==> src/rtl/fetch_unit.sv <==
// fetch_unit: instruction-fetch stage of the 16-bit pipelined processor.
// Owns the PC and issues word requests to instruction memory using a valid/wait handshake.
// Loads the IF/ID pipeline register.
// A redirect that arrives while a request is outstanding parks the FSM in DRAIN.
// DRAIN waits for the response and discards it before fetching resumes.
//
// Optional feature: define FETCH_PERF_CNT_EN to add saturating stall and
// redirect performance counters (perf_stall_cnt, perf_redirect_cnt).
//
// Ports:
//   clk, rst            clock, synchronous active-high reset
//   pcstall             hold PC
//   IF_IDstall          hold IF/ID register
//   flushIF_ID          load bubble into IF/ID (overrides IF_IDstall)
//   PCSrc/branch_target taken branch redirect (wins over jump)
//   jump/jump_target    jump redirect
//   imem_req/imem_addr  instruction-memory request (combinational)
//   imem_rdata/imem_valid returned instruction, completes request
//   instrD/pcplus1D/validD IF/ID pipeline register
//   fetch_stop          request outstanding and not yet answered (combinational)
module fetch_unit #(
  parameter int unsigned ADDR_WIDTH  = 16,
  parameter int unsigned INSTR_WIDTH = 16,
  parameter logic [ADDR_WIDTH-1:0] RESET_PC = '0
) (
  input  logic                   clk,
  input  logic                   rst,
  input  logic                   pcstall,
  input  logic                   IF_IDstall,
  input  logic                   flushIF_ID,
  input  logic                   PCSrc,
  input  logic [ADDR_WIDTH-1:0]  branch_target,
  input  logic                   jump,
  input  logic [ADDR_WIDTH-1:0]  jump_target,
  output logic                   imem_req,
  output logic [ADDR_WIDTH-1:0]  imem_addr,
  input  logic [INSTR_WIDTH-1:0] imem_rdata,
  input  logic                   imem_valid,
  output logic [INSTR_WIDTH-1:0] instrD,
  output logic [ADDR_WIDTH-1:0]  pcplus1D,
  output logic                   validD,
`ifdef FETCH_PERF_CNT_EN
  output logic [15:0]            perf_stall_cnt,
  output logic [15:0]            perf_redirect_cnt,
`endif
  output logic                   fetch_stop
);

  typedef enum logic {FETCH = 1'b0, DRAIN = 1'b1} state_e;

  state_e                 state_q, state_d;
  logic [ADDR_WIDTH-1:0]  pc_q, pc_d;
  logic [ADDR_WIDTH-1:0]  pend_addr_q, pend_addr_d;
  logic [INSTR_WIDTH-1:0] instr_q, instr_d;
  logic [ADDR_WIDTH-1:0]  pcplus1_q, pcplus1_d;
  logic                   valid_q, valid_d;

  logic                   redirect;
  logic [ADDR_WIDTH-1:0]  target;
  logic [ADDR_WIDTH-1:0]  pc_inc;

  assign redirect = PCSrc | jump;
  assign target   = PCSrc ? branch_target : jump_target;
  assign pc_inc   = pc_q + ADDR_WIDTH'(1);

  // Memory request side: held on pc (FETCH) or the abandoned address (DRAIN)
  assign imem_req   = ~rst;
  assign imem_addr  = (state_q == DRAIN) ? pend_addr_q : pc_q;
  assign fetch_stop = imem_req & ~imem_valid;

  // Next-state, next-PC and IF/ID update
  always_comb begin
    state_d     = state_q;
    pc_d        = pc_q;
    pend_addr_d = pend_addr_q;
    instr_d     = instr_q;
    pcplus1_d   = pcplus1_q;
    valid_d     = valid_q;

    // A DRAIN response belongs to the discarded address, so it never advances pc.
    if (redirect) begin
      pc_d = target;
    end else if (state_q == FETCH && imem_valid && !pcstall) begin
      pc_d = pc_inc;
    end

    unique case (state_q)
      FETCH: begin
        if (redirect && !imem_valid) begin
          pend_addr_d = pc_q;
          state_d     = DRAIN;
        end
      end
      DRAIN: begin
        if (imem_valid) begin
          state_d = FETCH;
        end
      end
      default: state_d = FETCH;
    endcase

    if (flushIF_ID) begin
      instr_d   = '0;
      pcplus1_d = '0;
      valid_d   = 1'b0;
    end else if (IF_IDstall) begin
      instr_d   = instr_q;
    end else if (state_q == FETCH && imem_valid) begin
      instr_d   = imem_rdata;
      pcplus1_d = pc_inc;
      valid_d   = 1'b1;
    end else begin
      instr_d   = '0;
      valid_d   = 1'b0;
    end
  end

  // State, PC and IF/ID registers
  always_ff @(posedge clk) begin
    if (rst) begin
      state_q     <= FETCH;
      pc_q        <= RESET_PC;
      pend_addr_q <= '0;
      instr_q     <= '0;
      pcplus1_q   <= '0;
      valid_q     <= 1'b0;
    end else begin
      state_q     <= state_d;
      pc_q        <= pc_d;
      pend_addr_q <= pend_addr_d;
      instr_q     <= instr_d;
      pcplus1_q   <= pcplus1_d;
      valid_q     <= valid_d;
    end
  end

  assign instrD   = instr_q;
  assign pcplus1D = pcplus1_q;
  assign validD   = valid_q;

`ifdef FETCH_PERF_CNT_EN
  logic [15:0] stall_cnt_q, redirect_cnt_q;

  // Saturating performance counters
  always_ff @(posedge clk) begin
    if (rst) begin
      stall_cnt_q    <= '0;
      redirect_cnt_q <= '0;
    end else begin
      if (fetch_stop && stall_cnt_q != 16'hFFFF) begin
        stall_cnt_q <= stall_cnt_q + 16'd1;
      end
      if (redirect && redirect_cnt_q != 16'hFFFF) begin
        redirect_cnt_q <= redirect_cnt_q + 16'd1;
      end
    end
  end

  assign perf_stall_cnt    = stall_cnt_q;
  assign perf_redirect_cnt = redirect_cnt_q;
`endif

endmodule

==> config.mk <==
export PLATFORM = sky130hd
export DESIGN_NAME = fetch_unit
export DESIGN_NICKNAME = d
export VERILOG_FILES = /design/src/rtl/fetch_unit.sv
export SDC_FILE = /design/constraint.sdc
export NUM_CORES = 1
export LEC_CHECK = 0
export BUFFER_PORTS_ARGS = -buffer_cell sky130_fd_sc_hd__buf_2
export CAP_MARGIN = 0
export CORE_MARGIN = 4
export CORE_UTILIZATION = 45
export DETAILED_ROUTE_END_ITERATION = 16
export GPL_TIMING_DRIVEN = 1
export PLACE_DENSITY = 0.72
export SYNTH_ARGS = -nofsm -noshare
export SYNTH_HDL_FRONTEND = slang
export SYNTH_SLANG_ARGS = --single-unit
==> constraint.sdc <==
create_clock -name clk -period 2.3 [get_ports clk]
set_input_delay 0 -clock clk [delete_from_list [all_inputs] [get_ports clk]]
set_output_delay 0 -clock clk [all_outputs]
set_load 0.01 [all_outputs]
# Word-level counts from Yosys, hierarchy flattened
# Index checks and enable logic that the tools add are counted.
# classes
n_addsub	1
n_mul	0
n_div	0
order_cmp	0
eq_ne	0
shifts	0
mux	9
n_bitwise	6
reduce_logical	9
# ops
operator	n
16-bit 2-to-1 mux	5
16-bit by 1-bit adder with 16-bit output, second input constant	1
1-bit NOT	4
2-bit AND reduction	2
1-bit logical AND	3
1-bit 2-to-1 mux	3
1-bit logical NOT	2
1-bit one-hot mux with 2 select lines	1
2-bit nonzero test	1
2-bit OR reduction	1
1-bit AND	1
1-bit OR	1
# totals
regBits	66
latch_bits	0
ramBits	0
romBits	0
inputBits	56
out_inout_bits	51
word_cells	31
memories	0

# Logic depth before layout (Yosys ltp)
# Gate-level depths: netlist (run 1).
# logic_depth
ltp_word	5
ltp_mapped	7
ltp_nobuf	5

# Worst setup path before layout (run 1)
# No wires, ideal clock.
# synth_path
kind	reg2reg
from	reg pc_q[0]
to	reg pcplus1_q[12] (netlist: pcplus1D[12])
setup_time_ns	0.133
t_arrival_ns	1.497
required_ns	2.167
slack_ns	0.670
stages_incl_launch_ff	6
path_buffers	0
synth_period_minus_slack_ns	1.630
cell_sequence	dfxtp_1 ha_1 nand4_4 nor4_1 xnor2_1 a21oi_1
# synth_via
elab_chain_len	1
# synth_lines
item	line	source
start: declaration	52	logic [ADDR_WIDTH-1:0] pc_q, pc_d;
start signal: assignment	129	pc_q <= pc_d;
16-bit by 1-bit adder with 16-bit output	64	assign pc_inc = pc_q + ADDR_WIDTH'(1);
end signal: assignment	132	pcplus1_q <= pcplus1_d;
end: declaration	55	logic [ADDR_WIDTH-1:0] pcplus1_q, pcplus1_d;
# No other way between the ends.
# A chain may end at the register's enable or synchronous reset.

# Final worst setup path (run 1)
# Same ends and word-level chain as after synthesis.

==> results of run 1 <==
==> layer usage <==
layer | share of wire | global-route usage
met1 | 0.45 | 0.2877
met5 | 0 | 0
met4 | 0.024 | 0.1046
met3 | 0.085 | 0.04303
met2 | 0.44 | 0.3457
==> cells in the mapped netlist (2+ instances only) <==
master     n  area share
a211oi_1   7       0.016
a21oi_1   39       0.058
a222oi_1   2      0.0059
a22o_1     3      0.0078
a22oi_1   17       0.038
a311oi_1   2      0.0052
a31oi_1    3      0.0056
and4_1     2      0.0052
buf_1      2      0.0022
buf_2     11       0.016
clkbuf_1  16       0.018
clkbuf_8   4       0.016
dfxtp_1   66        0.39
inv_1      8      0.0089
mux2_2    13       0.043
nand2_1   49       0.055
nand2b_1   3      0.0056
nand3_1    7       0.010
nand3b_1   2      0.0045
nand4_1    9       0.017
nand4_4    2       0.013
nor2_1    38       0.042
nor2b_1    3      0.0056
nor3_1     6      0.0089
nor3b_2    2      0.0074
nor4_1     4      0.0074
nor4_2     2      0.0074
o211ai_1   3      0.0067
o21a_1     5       0.011
o21ai_0   19       0.028
o22a_1     3      0.0078
o22ai_1    3      0.0056
or2_2      2      0.0037
or3b_2     2      0.0052
xnor2_1   13       0.034
xor2_1     2      0.0052
==> worst max-delay path, delay by kind of cell, from the launching register on <==
kind	cells	cell delay, ps
AO/OA/AOI/OAI	1	80
XOR/XNOR	1	180
adder cells (fa/ha/maj)	1	330
flip-flops	1	510
AND/OR/NAND/NOR	2	710
==> cell type report <==
cell class	instances	area, um2	share of cell area
multi-input cells	286	1817	0.4197
flip-flops and latches	66	1321	0.3052
repair buffers	135	808.3	0.1867
clock buffers	9	123.9	0.02861
well taps	99	123.9	0.02861
clock inverters	7	101.3	0.02341
inverters	9	33.78	0.007803
==> per-stage QoR <==
step                hold slack, ps  instance area, um2  utilization
global route                 69.65                4329       0.5969
CTS                          19.01                4329       0.5969
global placement             232.8                3864       0.5327
detailed placement           244.2                3864       0.5327
floorplan                    54.97                3367            -
finish                       26.23                4329       0.5969
==> sequential cells by signal (all words and copies together), names as in the netlist <==
| signal | cells |
|---|---|
| instrD | 16 |
| pc_q | 16 |
| pcplus1D | 16 |
| pend_addr_q | 16 |
| state_q | 1 |
| validD | 1 |
==> power by group <==
part           total (mW)  internal, mW  switching (mW)
Clock                1.11         0.619           0.491
Sequential           1.26          1.19          0.0714
Combinational       0.430         0.201           0.228
==> final timing paths <==
check	startpoint	endpoint	slack, ps	cells after the start
setup / recovery	pc_q[0]	pcplus1D[12]	360	5
setup reg to reg	pc_q[0]	pcplus1D[12]	360	5
hold / removal	flushIF_ID	pcplus1D[13]	30	4
hold reg to reg	pcplus1D[1]	pcplus1D[1]	450	2
==> cell families after synthesis <==
logic type,count (synthesis)
DFF,66
buffers and inverters,45
xor gates and xnor gates,15
muxes,13
AOI/OAI and AO/OA,114
adders and majority gates,1
and+or+nand+nor,143
==> repair_timing <==
action	CTS	global route
hold buffers	24	0
endpoints found under the hold margin	22	0
setup buffers	0	0
setup endpoints to repair	0	0
==> out/metrics.csv, run 1 <==
metric,value,unit
cts_buffer_depth,2,
syn_area,3367,um2
hold_class,input port to flip-flop,
rsz0062_at_grt,false,
vias,3379,
initial_core_util,0.4642,
netlist_instances,397,
pre_cts_ws,389.5,ps
power.total,2.802,mW
die_area,8930,um2
min_period_over_period,0.8444,
worst_setup_path_start_kind,flip-flop,
final_cells,611,
status,"finished, final reports clean",
endpoint_kind,flip-flop,
synthArstFlopShare,0,
peakVddDrop,0.4157,mV
die_h,94.50,um
drv_slew,0,
gr-usage-all-layers,0.2193,
synth_seq_cells,66,
insertedDiodeCount,0,
remaining_drc_errors,0,
synth_ff_type,dfxtp_1,
critPathMaxStageDelay,530,ps
clock_sinks,66,
wl_per_cell,15.71,um
core.rowCount,31,
synthXorXnorAreaFrac,0.03902,
hpwl,6879,um
clk_pin_slew,80,ps
grt_pass1_vias,3150,
total_leakage_power,1.772,nW
detail_route.wirelength,9601,um
area_delta_synth_final,28.58,%
dr.pass1.iters,5,
synth_seq_area_share,0.3924,
cp.required,2510,ps
fin_setup_tns,0,ps
ctsResizeCount,0,
final_cell_mix,"buf_2 (106), dfxtp_1 (66), nand2_1 (49)",
io_pins,107,
grt_max_degree,40,
arrival,2160,ps
power_density,647.3,nW/um2
grt_antenna_before_repair,0,
cts_tree,done,
crit_type,flip-flop to flip-flop,
die_w,94.50,um
synth.distinct_cells,59,
relSlewSlack,0.3862,
via_per_inst,5.530,
period_minus_slack,1942,ps
synth_edf_count,0,
initialDrtViolationCount,209,
synth-compound-area-share,0.2219,
clock_latency,340,ps
cp_max_fo,8,
placed_cells,571,
setup_slack,357.9,ps
cap_violations,0,
ctsHtreeMaxLevel,3,
crit_slowest_cell,nor4_1,
ys_warn_count,0,
nFillCells,662,
clock_skew,7.625,ps
cts-root-buf,clkbuf_8,
synthAdderAreaFrac,0.003716,
avgSynthCellArea,8.481,um2
max_freq,0.5149,GHz
place.gp.congestion,0.8761,
synthSimpleGateAreaFrac,0.2297,
nets,564,
finalSetupViolCount,0,
layout-drive-gt1-share,0.3066,
numPortBuffers,106,
grt_first_pass_wirelength,15380,um
synth_mux_area_frac,0.04348,
cp_cell_sequence,"ha_1, nand4_4, nor4_1, xnor2_1, a21oi_1",
synth_top_family_by_area,simple AND/OR/NAND/NOR gates,
antenna_left,0,
grt_overflow,0,
mostFrequentLayoutCell,buf_2,
hold_viol_final,0,
coreArea,7253,um2
synth_nets,454,
tightestPinTransition,913.6,ps
numCtsBuffers,9,
Note: power is estimated with default switching activity, not from simulation.
==> run 2: changes to the inputs <==
--- a/config.mk
+++ b/config.mk
@@ -5,13 +5,14 @@
 export SDC_FILE = /design/constraint.sdc
 export NUM_CORES = 1
 export LEC_CHECK = 0
+export ABC_AREA = 1
 export BUFFER_PORTS_ARGS = -buffer_cell sky130_fd_sc_hd__buf_2
 export CAP_MARGIN = 0
 export CORE_MARGIN = 4
 export CORE_UTILIZATION = 45
 export DETAILED_ROUTE_END_ITERATION = 16
 export GPL_TIMING_DRIVEN = 1
-export PLACE_DENSITY = 0.72
+export PLACE_DENSITY = 0.73
 export SYNTH_ARGS = -nofsm -noshare
 export SYNTH_HDL_FRONTEND = slang
 export SYNTH_SLANG_ARGS = --single-unit
==> constraint.sdc (replaced) <==
create_clock -name clk -period 1.9 [get_ports clk]
set_input_delay 0 -clock clk [delete_from_list [all_inputs] [get_ports clk]]
set_output_delay 0 -clock clk [all_outputs]
set_load 0.01 [all_outputs]
==> run 2 against run 1 <==
Compared with the run above:
- sequential share of layout area increased by 0.12 points
- total power grew 21%
- routed wire length grew 2.2%
- core utilization is 3.4 points higher
- via count grew 1.4%
- flip-flop and latch count unchanged
- count of clock-buffer cells in the layout grew 1
==> out/metrics.csv, run 2 <==
metric,value,unit,change
endpoint_kind,flip-flop,,
relSlewSlack,0.6555,,+0.2692
core.rowCount,30,,-3.2%
area_delta_synth_final,35.82,%,
cap_violations,0,,unchanged
peakVddDrop,0.3662,mV,-12%
synth_seq_cells,66,,unchanged
cts_buffer_depth,2,,unchanged
postLayoutCellArea,4313,um2,-0.38%
drv_slew,0,,unchanged
power_density,785.2,nW/um2,+21%
max_freq,0.5945,GHz,+15%
synth_seq_area_share,0.4161,,+0.02366
status,"finished, final reports clean",,
synth.distinct_cells,38,,-36%
place.gp.congestion,0.9786,,+12%
synth_nets,491,,+8.1%
nets,623,,+10%
synthArstFlopShare,0,,unchanged
yosys-top-cells-count,"nand2_1 (91), dfxtp_1 (66), o21ai_0 (54)",,
hold_viol_final,0,,unchanged
grt_antenna_before_repair,0,,unchanged
ys_warn_count,0,,unchanged
clk_pin_slew,80,ps,about the same
cp_max_fo,14,,+6
dr.pass1.iters,5,,unchanged
grt_overflow,0,,unchanged
hpwl,6869,um,-0.14%
grt_first_pass_wirelength,15530,um,+0.94%
holdWs,7.889,ps,-18.34 ps
rsz0062_at_grt,false,,
min_path_cells,5,,+1
clock_latency,350,ps,about the same
grt_max_degree,34,,-15%
io_pins,107,,unchanged
netlist_instances,434,,+9.3%
cts-root-buf,clkbuf_8,,
detail_route.wirelength,9812,um,+2.2%
power.total,3.386,mW,+21%
numCtsBuffers,9,,unchanged
final_cell_mix,"buf_2 (106), nand2_1 (90), dfxtp_1 (66)",,
vias,3427,,+1.4%
remaining_drc_errors,0,,unchanged
ctsHtreeMaxLevel,3,,unchanged
tightestPinTransition,515.6,ps,-398.1 ps
min_period_over_period,0.8853,,+0.04092
total_leakage_power,1.992,nW,+12%
avgSynthCellArea,7.317,um2,-14%
initial_core_util,0.4648,,+0.0006296
antenna_left,0,,unchanged
reg2reg_depth,6,,+1
period_minus_slack,1682,ps,-260.0 ps
crit_type,flip-flop to flip-flop,,
gr-usage-all-layers,0.2309,,+0.01161
coreArea,6832,um2,-5.8%
placedInstanceArea,3752,um2,-2.9%
yosys.area.top_type,dfxtp_1,,
insertedDiodeCount,0,,unchanged
synth_ff_type,dfxtp_1,,
finalSetupViolCount,0,,unchanged
numPortBuffers,106,,unchanged
mostFrequentLayoutCell,buf_2,,
worst_setup_path_start_kind,flip-flop,,
via_per_inst,5.138,,-7.1%
synth_top_cell_area_share,0.4161,,+0.02366
die_h,92.01,um,-2.6%
fin_setup_tns,0,ps,unchanged
layout-drive-gt1-share,0.2715,,-0.03519
die_area,8465,um2,-5.2%
utilization,0.6313,,+0.03446
cp.required,2190,ps,-320 ps
initialDrtViolationCount,218,,+4.3%
clock_sinks,66,,unchanged
clock_skew,8.921,ps,+1.296 ps
syn_area,3176,um2,-5.7%
die_w,92.01,um,-2.6%
ys_top_cells_by_area,"dfxtp_1 (42%), nand2_1 (11%), o21ai_0 (8.5%)",,
nFillCells,618,,-6.6%
cts_tree,done,,
synth_edf_count,0,,unchanged
arrival,1970,ps,-190 ps
wl_per_cell,14.71,um,-6.4%
hold_class,input port to flip-flop,,
yosysMostFrequentCell,nand2_1,,
grt_pass1_vias,3103,,-1.5%
[run 2: cell count changes after synthesis, sizes merged, moves of 6 or more]
cell    delta
inv       +40
mux2      -13
nand3     +11
o21ai     +41
nor4       -6
clkbuf    -13
nor2       -8
a22oi      -9
nand2     +46
nand4      -7
a211oi     -7
xnor2     -13
[run 2: final timing paths]
check | from | end | slack, ps
min reg2reg | validD | validD | 470
min | branch_target[12] | pc_q[12] | 8
max | state_q | pc_q[1] | 220
max reg2reg | state_q | pc_q[1] | 220
[run 2: metrics by stage]
step / cells / setup WS [ps]
floorplan: 434 / 568.6
global placement: 619 / 395.7
detailed placement: 619 / 315.6
CTS: 666 / 106.2
global route: 667 / 93.57
finish: 667 / 217.9
[run 2: final cells by class]
cell class                      instances  area [um2]  share of cell area
Timing Repair Buffer                  143       898.4              0.2083
Inverter                               49       187.7             0.04352
Sequential cell                        66        1321              0.3064
Clock inverter                          6       90.09             0.02089
Multi-Input combinational cell        297        1568              0.3635
Tap cell                               96       120.1             0.02785
Clock buffer                           10       127.6             0.02959
[run 2: routing by layer]
| metal | track usage | up-vias | part of all wire |
|---|---|---|---|
| li1 | - | 1709 | - |
| met1 | 0.3029 | 1569 | 0.42 |
| met2 | 0.3820 | 132 | 0.49 |
| met3 | 0.04594 | 17 | 0.070 |
| met4 | 0.07302 | 0 | 0.021 |
| met5 | 0 | - | 0 |
[run 2: cells by family (layout without fill, tap and decap cells)]
logic type               after synthesis  after routing  synth area share
flip-flops                            66             66            0.4161
XOR/XNOR                               7              7           0.01931
AO/OA/AOI/OAI                        133            133            0.2400
buffers and inverters                 72            208           0.09929
adder cells (fa/ha/maj)                1              1          0.003939
AND/OR/NAND/NOR                      155            156            0.2214
[run 2: report_power, final]
| part | switching (mW) | internal [mW] |
|---|---|---|
| logic | 0.322 | 0.235 |
| registers | 0.0613 | 1.46 |
| clock network | 0.567 | 0.744 |
| total | 0.950 | 2.44 |
[run 2: worst max-delay path, stage by stage, from the launching register on]
cell and delay, ps:
dfxtp_1 320, nor2_2 130, nand2_2 180, nand2_8 170
nor2_1 60, nor4_2 190, dlygate4sd3_1 570
[run 2: timing repair]
action | in CTS | in global routing
gates resized for setup | 0 | 4
endpoints found under the hold margin | 33 | 0
setup endpoints to repair | 0 | 1
buffers inserted | 0 | 0
hold buffers | 31 | 0
